## src/rtl/mod_mem_loader_if.sv

```systemverilog
// Load-request, byte-stream and memory data-port signals of the memory loader.
// Master drives the request and byte stream; slave (the loader) drives bus and status.
interface mod_mem_loader_if #(
  parameter int NW_WIDTH = 16
);
  logic                start;
  logic [31:0]         base;
  logic [NW_WIDTH-1:0] nwords;
  logic                bvalid;
  logic [7:0]          bdata;
  logic                bready;
  logic                de;
  logic                drw;
  logic [31:0]         daddr;
  logic [31:0]         wdata;
  logic                busy;
  logic                done;
  logic [31:0]         csum;

  modport master (
    output start, base, nwords, bvalid, bdata,
    input  bready, de, drw, daddr, wdata, busy, done, csum
  );

  modport slave (
    input  start, base, nwords, bvalid, bdata,
    output bready, de, drw, daddr, wdata, busy, done, csum
  );
endinterface

```

## src/rtl/mod_mem_loader.sv

```systemverilog
// Packs a big-endian byte stream into 32-bit words and writes them to consecutive addresses.
// Write issued the cycle after the 4th byte is accepted; bready drops outside COLLECT.
module mod_mem_loader #(
  parameter int NW_WIDTH = 16
) (
  input logic             clk,
  input logic             rst,
  mod_mem_loader_if.slave bus
);

  typedef enum logic [1:0] {
    S_IDLE    = 2'd0,
    S_COLLECT = 2'd1,
    S_WRITE   = 2'd2,
    S_DONE    = 2'd3
  } state_t;

  state_t              r_state;
  state_t              w_state_nxt;
  logic [31:0]         r_addr;
  logic [31:0]         r_word;
  logic [31:0]         r_csum;
  logic [NW_WIDTH-1:0] r_nwords;
  logic [NW_WIDTH-1:0] r_wcnt;
  logic [1:0]          r_bcnt;

  logic                w_start_acc;
  logic                w_byte_acc;
  logic                w_last_byte;
  logic                w_last_word;
  logic [NW_WIDTH-1:0] w_wcnt_inc;

  assign w_start_acc = (r_state == S_IDLE) && bus.start;
  assign w_byte_acc  = (r_state == S_COLLECT) && bus.bvalid;
  assign w_last_byte = w_byte_acc && (r_bcnt == 2'd3);
  assign w_wcnt_inc  = r_wcnt + {{(NW_WIDTH-1){1'b0}}, 1'b1};
  assign w_last_word = (w_wcnt_inc == r_nwords);

  always_ff @(posedge clk) begin
    if (rst) begin
      r_state <= S_IDLE;
    end else begin
      r_state <= w_state_nxt;
    end
  end

  always_comb begin
    w_state_nxt = r_state;
    bus.bready  = 1'b0;
    bus.de      = 1'b0;
    bus.drw     = 1'b0;
    bus.daddr   = 32'd0;
    bus.wdata   = 32'd0;
    bus.busy    = 1'b1;
    bus.done    = 1'b0;
    bus.csum    = r_csum;

    case (r_state)
      S_IDLE: begin
        bus.busy = 1'b0;
        if (bus.start) begin
          w_state_nxt = (bus.nwords == '0) ? S_DONE : S_COLLECT;
        end
      end
      S_COLLECT: begin
        bus.bready = 1'b1;
        if (w_last_byte) begin
          w_state_nxt = S_WRITE;
        end
      end
      S_WRITE: begin
        bus.de      = 1'b1;
        bus.drw     = 1'b1;
        bus.daddr   = r_addr;
        bus.wdata   = r_word;
        w_state_nxt = w_last_word ? S_DONE : S_COLLECT;
      end
      S_DONE: begin
        bus.done    = 1'b1;
        w_state_nxt = S_IDLE;
      end
      default: begin
        w_state_nxt = S_IDLE;
      end
    endcase
  end

  // Start, byte and write updates occur in mutually exclusive states.
  always_ff @(posedge clk) begin
    if (rst) begin
      r_addr   <= 32'd0;
      r_word   <= 32'd0;
      r_csum   <= 32'd0;
      r_nwords <= '0;
      r_wcnt   <= '0;
      r_bcnt   <= 2'd0;
    end else begin
      if (w_start_acc) begin
        r_addr   <= {bus.base[31:2], 2'b00};
        r_nwords <= bus.nwords;
        r_wcnt   <= '0;
        r_bcnt   <= 2'd0;
        r_csum   <= 32'd0;
        r_word   <= 32'd0;
      end
      if (w_byte_acc) begin
        r_bcnt <= r_bcnt + 2'd1;
        case (r_bcnt)
          2'd0:    r_word[31:24] <= bus.bdata;
          2'd1:    r_word[23:16] <= bus.bdata;
          2'd2:    r_word[15:8]  <= bus.bdata;
          default: r_word[7:0]   <= bus.bdata;
        endcase
      end
      if (r_state == S_WRITE) begin
        r_addr <= r_addr + 32'd4;
        r_wcnt <= w_wcnt_inc;
        r_csum <= r_csum + r_word;
      end
    end
  end

endmodule

```

## src/flat_wrapper.sv

```systemverilog
// flat-port wrapper written by rule: the top's interface ports become plain ports
module mod_mem_loader_flat 
#(
  parameter int NW_WIDTH = 16
)
  (clk, rst, bus_start, bus_base, bus_nwords, bus_bvalid, bus_bdata, bus_bready, bus_de, bus_drw, bus_daddr, bus_wdata, bus_busy, bus_done, bus_csum);
  mod_mem_loader_if #(.NW_WIDTH(NW_WIDTH)) bus_i ();
  input logic clk;
  input logic rst;
  input wire logic [$bits(bus_i.start)-1:0] bus_start;
  input wire logic [$bits(bus_i.base)-1:0] bus_base;
  input wire logic [$bits(bus_i.nwords)-1:0] bus_nwords;
  input wire logic [$bits(bus_i.bvalid)-1:0] bus_bvalid;
  input wire logic [$bits(bus_i.bdata)-1:0] bus_bdata;
  output wire logic [$bits(bus_i.bready)-1:0] bus_bready;
  output wire logic [$bits(bus_i.de)-1:0] bus_de;
  output wire logic [$bits(bus_i.drw)-1:0] bus_drw;
  output wire logic [$bits(bus_i.daddr)-1:0] bus_daddr;
  output wire logic [$bits(bus_i.wdata)-1:0] bus_wdata;
  output wire logic [$bits(bus_i.busy)-1:0] bus_busy;
  output wire logic [$bits(bus_i.done)-1:0] bus_done;
  output wire logic [$bits(bus_i.csum)-1:0] bus_csum;
  assign bus_i.start = bus_start;
  assign bus_i.base = bus_base;
  assign bus_i.nwords = bus_nwords;
  assign bus_i.bvalid = bus_bvalid;
  assign bus_i.bdata = bus_bdata;
  assign bus_bready = bus_i.bready;
  assign bus_de = bus_i.de;
  assign bus_drw = bus_i.drw;
  assign bus_daddr = bus_i.daddr;
  assign bus_wdata = bus_i.wdata;
  assign bus_busy = bus_i.busy;
  assign bus_done = bus_i.done;
  assign bus_csum = bus_i.csum;
  mod_mem_loader #(.NW_WIDTH(NW_WIDTH)) u_core (.clk(clk), .rst(rst), .bus(bus_i));
endmodule
```

## config.mk

```make
export PLATFORM = sky130hd
export DESIGN_NAME = mod_mem_loader_flat
export DESIGN_NICKNAME = d
export VERILOG_FILES = /design/src/rtl/mod_mem_loader_if.sv /design/src/rtl/mod_mem_loader.sv /design/src/flat_wrapper.sv
export SDC_FILE = /design/constraint.sdc
export NUM_CORES = 1
export LEC_CHECK = 0
export CAP_MARGIN = 10
export CELL_PAD_IN_SITES_DETAIL_PLACEMENT = 2
export CELL_PAD_IN_SITES_GLOBAL_PLACEMENT = 2
export CORE_ASPECT_RATIO = 1.5
export CORE_MARGIN = 2
export CORE_UTILIZATION = 27
export DETAILED_ROUTE_END_ITERATION = 16
export GPL_TIMING_DRIVEN = 0
export PLACE_DENSITY = 0.78
export RECOVER_POWER = 100
export SKIP_LAST_GASP = 1
export SYNTH_ARGS = -nofsm -noshare
export SYNTH_HDL_FRONTEND = slang
export SYNTH_SLANG_ARGS = --single-unit
```

## constraint.sdc

```tcl
create_clock -name clk -period 2.75 [get_ports clk]
set_input_delay 0.55 -clock clk [delete_from_list [all_inputs] [get_ports clk]]
set_output_delay 0.55 -clock clk [all_outputs]
set_load 0.02 [all_outputs]
```

# Word-level counts from Yosys, hierarchy flattened
# Index checks and enable logic that the tools add are counted.
[totals]
regBits = 132
elab_cells = 55
[op_classes]
n_reduce_logical = 10
n_eq_ne = 9
n_addsub = 4
n_mux = 25
[ops]
columns = ["cell", "n"]
rows = [
  ["32-bit 2-to-1 mux", 8],
  ["32-bit by 3-bit adder with 32-bit output (second input constant)", 1],
  ["32-bit adder", 1],
  ["16-bit 2-to-1 mux", 2],
  ["8-bit 2-to-1 mux", 4],
  ["16-bit by 1-bit adder with 16-bit output (second input constant)", 1],
  ["16-bit equality test", 1],
  ["16-bit logical NOT", 1],
  ["2-bit 2-to-1 mux", 6],
  ["2-bit equality test (second input constant)", 4],
  ["2-bit case mux with 4 select lines", 1],
  ["2-bit by 1-bit equality test with 1-bit output (second input constant)", 2],
  ["2-bit logical NOT", 2],
  ["1-bit 2-to-1 mux", 4],
  ["2-bit nonzero test", 2],
  ["1-bit logical AND", 3],
  ["3-bit OR reduction", 1],
  ["2-bit by 1-bit adder with 2-bit output (second input constant)", 1],
  ["2-bit by 1-bit inequality test with 1-bit output (second input constant)", 1],
  ["2-bit inequality test (second input constant)", 1],
  ["2-bit AND reduction", 1],
]

# Logic depth before layout (Yosys ltp)
[logic_depth]
depth_word = 5
ltp_mapped = 12
mapped_depth_nobuf = 12

# Worst setup path after synthesis
# No wires, ideal clock.
[synth_path]
kind = "reg-to-reg"
start = "reg u_core.r_csum[7], in the netlist u_core.bus.csum[7]"
end = "reg u_core.r_csum[24], in the netlist u_core.bus.csum[24]"
setup_slack_ns = 0.082
period_less_slack_ns = 2.668
required_ns = 2.633
setup_time_ns = 0.117
arrival_time_ns = 2.551
path_stages_with_launch = 11
path_cell_list = "dfxtp_1 ha_1 and2_1 a2111oi_0 nand4b_1 and2_1 o221ai_1 a31oi_1 a41oi_1 xnor2_1 a22o_1"
[synth_via]
elab_chain_cells = 2
[synth_lines]
columns = ["element", "line", "text"]
rows = [
  ["start: declaration", "mod_mem_loader.sv:22", "logic [31:0] r_csum;"],
  ["start signal: assignment", "mod_mem_loader.sv:118", "r_csum <= r_csum + r_word;"],
  ["32-bit adder", "mod_mem_loader.sv:118", ""],
  ["32-bit 2-to-1 mux", "mod_mem_loader.sv:115", "if (r_state == S_WRITE) begin"],
]
# No other way between the ends.
# A chain may end at the register's enable or synchronous reset.

# Worst setup path after layout
[layout_path]
start = "reg u_core.r_state[0]"
end = "out bus_daddr[6]"
[layout_via]
elab_chain_cells = 2
[layout_lines]
columns = ["element", "line", "text"]
rows = [
  ["start: declaration", "mod_mem_loader.sv:18", "state_t r_state;"],
  ["start signal: assignment", "mod_mem_loader.sv:43", "r_state <= w_state_nxt;"],
  ["2-bit equality test", "mod_mem_loader.sv:58", "case (r_state)"],
  ["32-bit 2-to-1 mux", "mod_mem_loader.sv:58", ""],
  ["end: declaration", "flat_wrapper.sv:18", "output wire logic [$bits(bus_i.daddr)-1:0] bus_daddr;"],
]
# No other way between the ends.

==> impl_metrics.tcl <==
set metrics [dict create \
    root_buffer "clkbuf_16" \
    hold_slack_ps 475.8 \
    insertion_delay_ps 430 \
    synth_top_family_by_area "simple AND/OR/NAND/NOR gates" \
    synth_adder_area_share_pct 6.380 \
    synth_area_per_cell_um2 7.569 \
    fin_ws_ps -26.88 \
    drtAntennaViolNets 0 \
    multi_input_comb_area_mm2 0.005210 \
    critPathMaxFanout 10 \
    initial_utilization_pct 27.22 \
    worstMarginPinSlew_ps 885.6 \
    path_cells "nand2b_4, inv_4, clkbuf_2, and2_1, clkdlybuf4s50_1" \
    drc 0 \
    post-route-period-util_pct 101.0 \
    r2r.worst_path.cells 10 \
    critical_path_class "reg2out" \
    die_y_um 211.7 \
    grt_pass1_wl_um 52110 \
    synth_edf_count 0 \
    wl_um 34280 \
    startpoint_type "flop" \
    post-dp-hpwl_um 25460 \
    slew_headroom_pct 40.74 \
    maxCapViolations 0 \
    fillCellCount 3294 \
    cts_buffer_depth 2 \
    wl_per_cell_um 21.64 \
    hp-class "reg2reg" \
    first_pass_iters 7 \
    diodes 0 \
    worstPathRequired_ps 2200 \
    powerDensity_mw_per_mm2 472.8 \
    fin_nets 1319 \
    area.sequential_mm2 0.002646 \
    crit_slowest_cell "clkdlybuf4s50_1" \
    tritoncts "yes" \
    die_area_mm2 0.03016 \
    hold_buffers 0 \
    fin_crit_ps 2777 \
    drtIter0Drc 317 \
    finalMaxSlewViolations 0 \
    place.gp.congestion 0.8304 \
    min_to "u_core.r_nwords[13]" \
    grt_setup_unrepaired "yes" \
    synth_warnings 0 \
    synth-xor-area-share_pct 5.752 \
    synth_area_mm2 0.007766 \
    overflow 0 \
    core_mm2 0.02853 \
    numCtsBuffers 17 \
    outcome "finished with violations" \
    boundaryPins 161 \
    area_growth_pct 40.49 \
    fmax_ghz 0.3601 \
    cts_sinks 130 \
    drive_gt1_share_pct 11.52 \
    antenna_found_initial 0 \
    vdd_drop_max_mv 0.3686 \
    finalNonFillerCells 1584 \
    dr_total_vias 8547 \
    timing.rr.end "u_core.bus.csum[31]" \
    finalHoldViolations 0 \
    setup_violations 3 \
    viasPerCell 5.396 \
    muxShareOfSynthArea_pct 0.2578 \
    yosys.area_share.simple_pct 27.44 \
    async_reset_ff_share_pct 0 \
    fp.dieW_um 142.5 \
    setup-tns-final_ps -56.42 \
    cp.arrival_ps 2230 \
    min_from "u_core.r_nwords[13]" \
    htree_levels 4 \
    yosysSeqAreaShare_pct 33.51 \
    dp_cells 1533 \
    p_leak_nw 4.484 \
    grt_pass1_vias 9342 \
    clk_transition_reported_paths_ps 60 \
    ys_ff_latch 130 \
    synth_ff_type "dfxtp_1" \
    r2r-start "u_core.r_word[3]" \
    hold_depth 2 \
    violations "negative setup slack" \
    endpoint_kind "primary output" \
    ys_types 63 \
    num_rows 76 \
    crit_path_max_incr_delay_ps 610 \
    portBuffers 155 \
    grt_max_degree 17 \
    finalClockSkew_ps 11.93 \
    grt.total_usage_pct 22.65 \
    reg2reg_slack_ps 20 \
    synth_compound_area_share_pct 22.52 \
    postSynthCellCount 1026 \
]
[per-stage QoR]
stage	worst slack (ps)	utilization, %	instance area [um^2]	power (W)
5_1_grt	-127.9	38.25	10910	0.005363
4_1_cts	-64.70	37.63	10730	0.005225
3_5_place_dp	-976.2	34.21	9761	0.002713
2_1_floorplan	82.43	-	7770	0.002381
3_3_place_gp	-943.3	34.21	9761	0.002690
6_report	-26.88	38.25	10910	0.005159
[timing repair]
item	in CTS	in global routing
buffers inserted	15	7
pin swaps	11	17
endpoints found under the hold margin	0	0
resized for setup	134	36
endpoints found under the setup margin	95	19
[registers in the layout, summed over array words and instances (netlist names)]
name and cells:
u_core.r_bcnt 2, u_core.r_state 2, u_core.r_addr 30, u_core.r_nwords 16
u_core.r_wcnt 16, u_core.r_word 32, u_core.bus.csum 32
[how the worst max path moves through the flow]
stage	start	to	slack, ps	cells after the start
detailed placement	u_core.r_state[0]	bus_wdata[30]	-980	7
finish	u_core.r_state[0]	bus_daddr[6]	-30	5
global placement	u_core.r_state[0]	bus_wdata[29]	-940	7
CTS	u_core.r_word[0]	u_core.bus.csum[24]	-60	12
floorplan	u_core.bus.csum[7]	u_core.bus.csum[24]	80	10
global route	u_core.r_word[5]	u_core.bus.csum[31]	-130	10
[area by class of cell]
| class | instances | area share [%] |
|---|---|---|
| Tap cell | 351 | 4.025 |
| Inverter | 18 | 0.6422 |
| Sequential cell | 130 | 24.25 |
| Multi-Input combinational cell | 816 | 47.75 |
| Timing Repair Buffer | 177 | 15.02 |
| Buffer | 60 | 2.557 |
| Clock buffer | 18 | 4.025 |
| Clock inverter | 14 | 1.720 |
[report_power, final]
| group | switching [W] | internal (W) |
|---|---|---|
| Clock | 0.000938 | 0.00154 |
| Sequential | 0.0000819 | 0.00194 |
| Combinational | 0.000421 | 0.000237 |
[cell usage in the layout (no fill, tap or decap), types with 9 or more instances in the layout]
| cell type | count |
|---|---|
| ha_4 | 13 |
| dfxtp_2 | 17 |
| inv_1 | 17 |
| buf_4 | 25 |
| clkbuf_16 | 17 |
| nor3_1 | 12 |
| dlygate4sd3_1 | 36 |
| nor2_1 | 92 |
| and3_1 | 17 |
| clkbuf_1 | 46 |
| ha_1 | 24 |
| a21o_1 | 9 |
| xnor2_1 | 31 |
| clkdlybuf4s50_1 | 62 |
| a22oi_1 | 21 |
| nand2_1 | 147 |
| nor4_1 | 9 |
| a21oi_1 | 106 |
| o21ai_0 | 49 |
| nand3_1 | 57 |
| xor2_1 | 20 |
| dfxtp_1 | 107 |
| dlygate4sd2_1 | 54 |
| a22o_1 | 15 |
| and2_1 | 66 |
[per-layer routing]
metal,vias up,track usage [%],share of wire [%]
met3,44,3.144,3.3
met1,4276,23.52,38
met5,-,0,0
met2,201,45.19,57
li1,4026,-,-
met4,0,8.091,2.2
[worst max-delay path: cells and delay by family (launching register included)]
kind,cells,cell delay [ps]
buf+inv,3,1050
simple gates,2,370
flops,1,360
[cells in the mapped netlist, types with 18 or more instances]
| master | count | area share (%) |
|---|---|---|
| nand2_1 | 147 | 7.1 |
| dfxtp_1 | 130 | 34 |
| a21oi_1 | 111 | 7.2 |
| nor2_1 | 93 | 4.5 |
| and2_1 | 69 | 5.6 |
| nand3_1 | 57 | 3.7 |
| clkbuf_1 | 52 | 2.5 |
| o21ai_0 | 50 | 3.2 |
| ha_1 | 38 | 6.1 |
| xnor2_1 | 31 | 3.5 |
| a22oi_1 | 22 | 2.1 |
| xor2_1 | 20 | 2.3 |
| and3_1 | 19 | 1.5 |
| inv_1 | 18 | 0.87 |
[kinds of logic (layout without fill, tap and decap cells)]
family,count (synthesis),in the layout
AOI/OAI and AO/OA,277,277
xor gates and xnor gates,51,51
adders and majority gates,39,39
buffers and inverters,81,287
DFF,130,130
muxes,2,2
other,1,2
and+or+nand+nor,445,445
(Power assumes the default switching activity.)
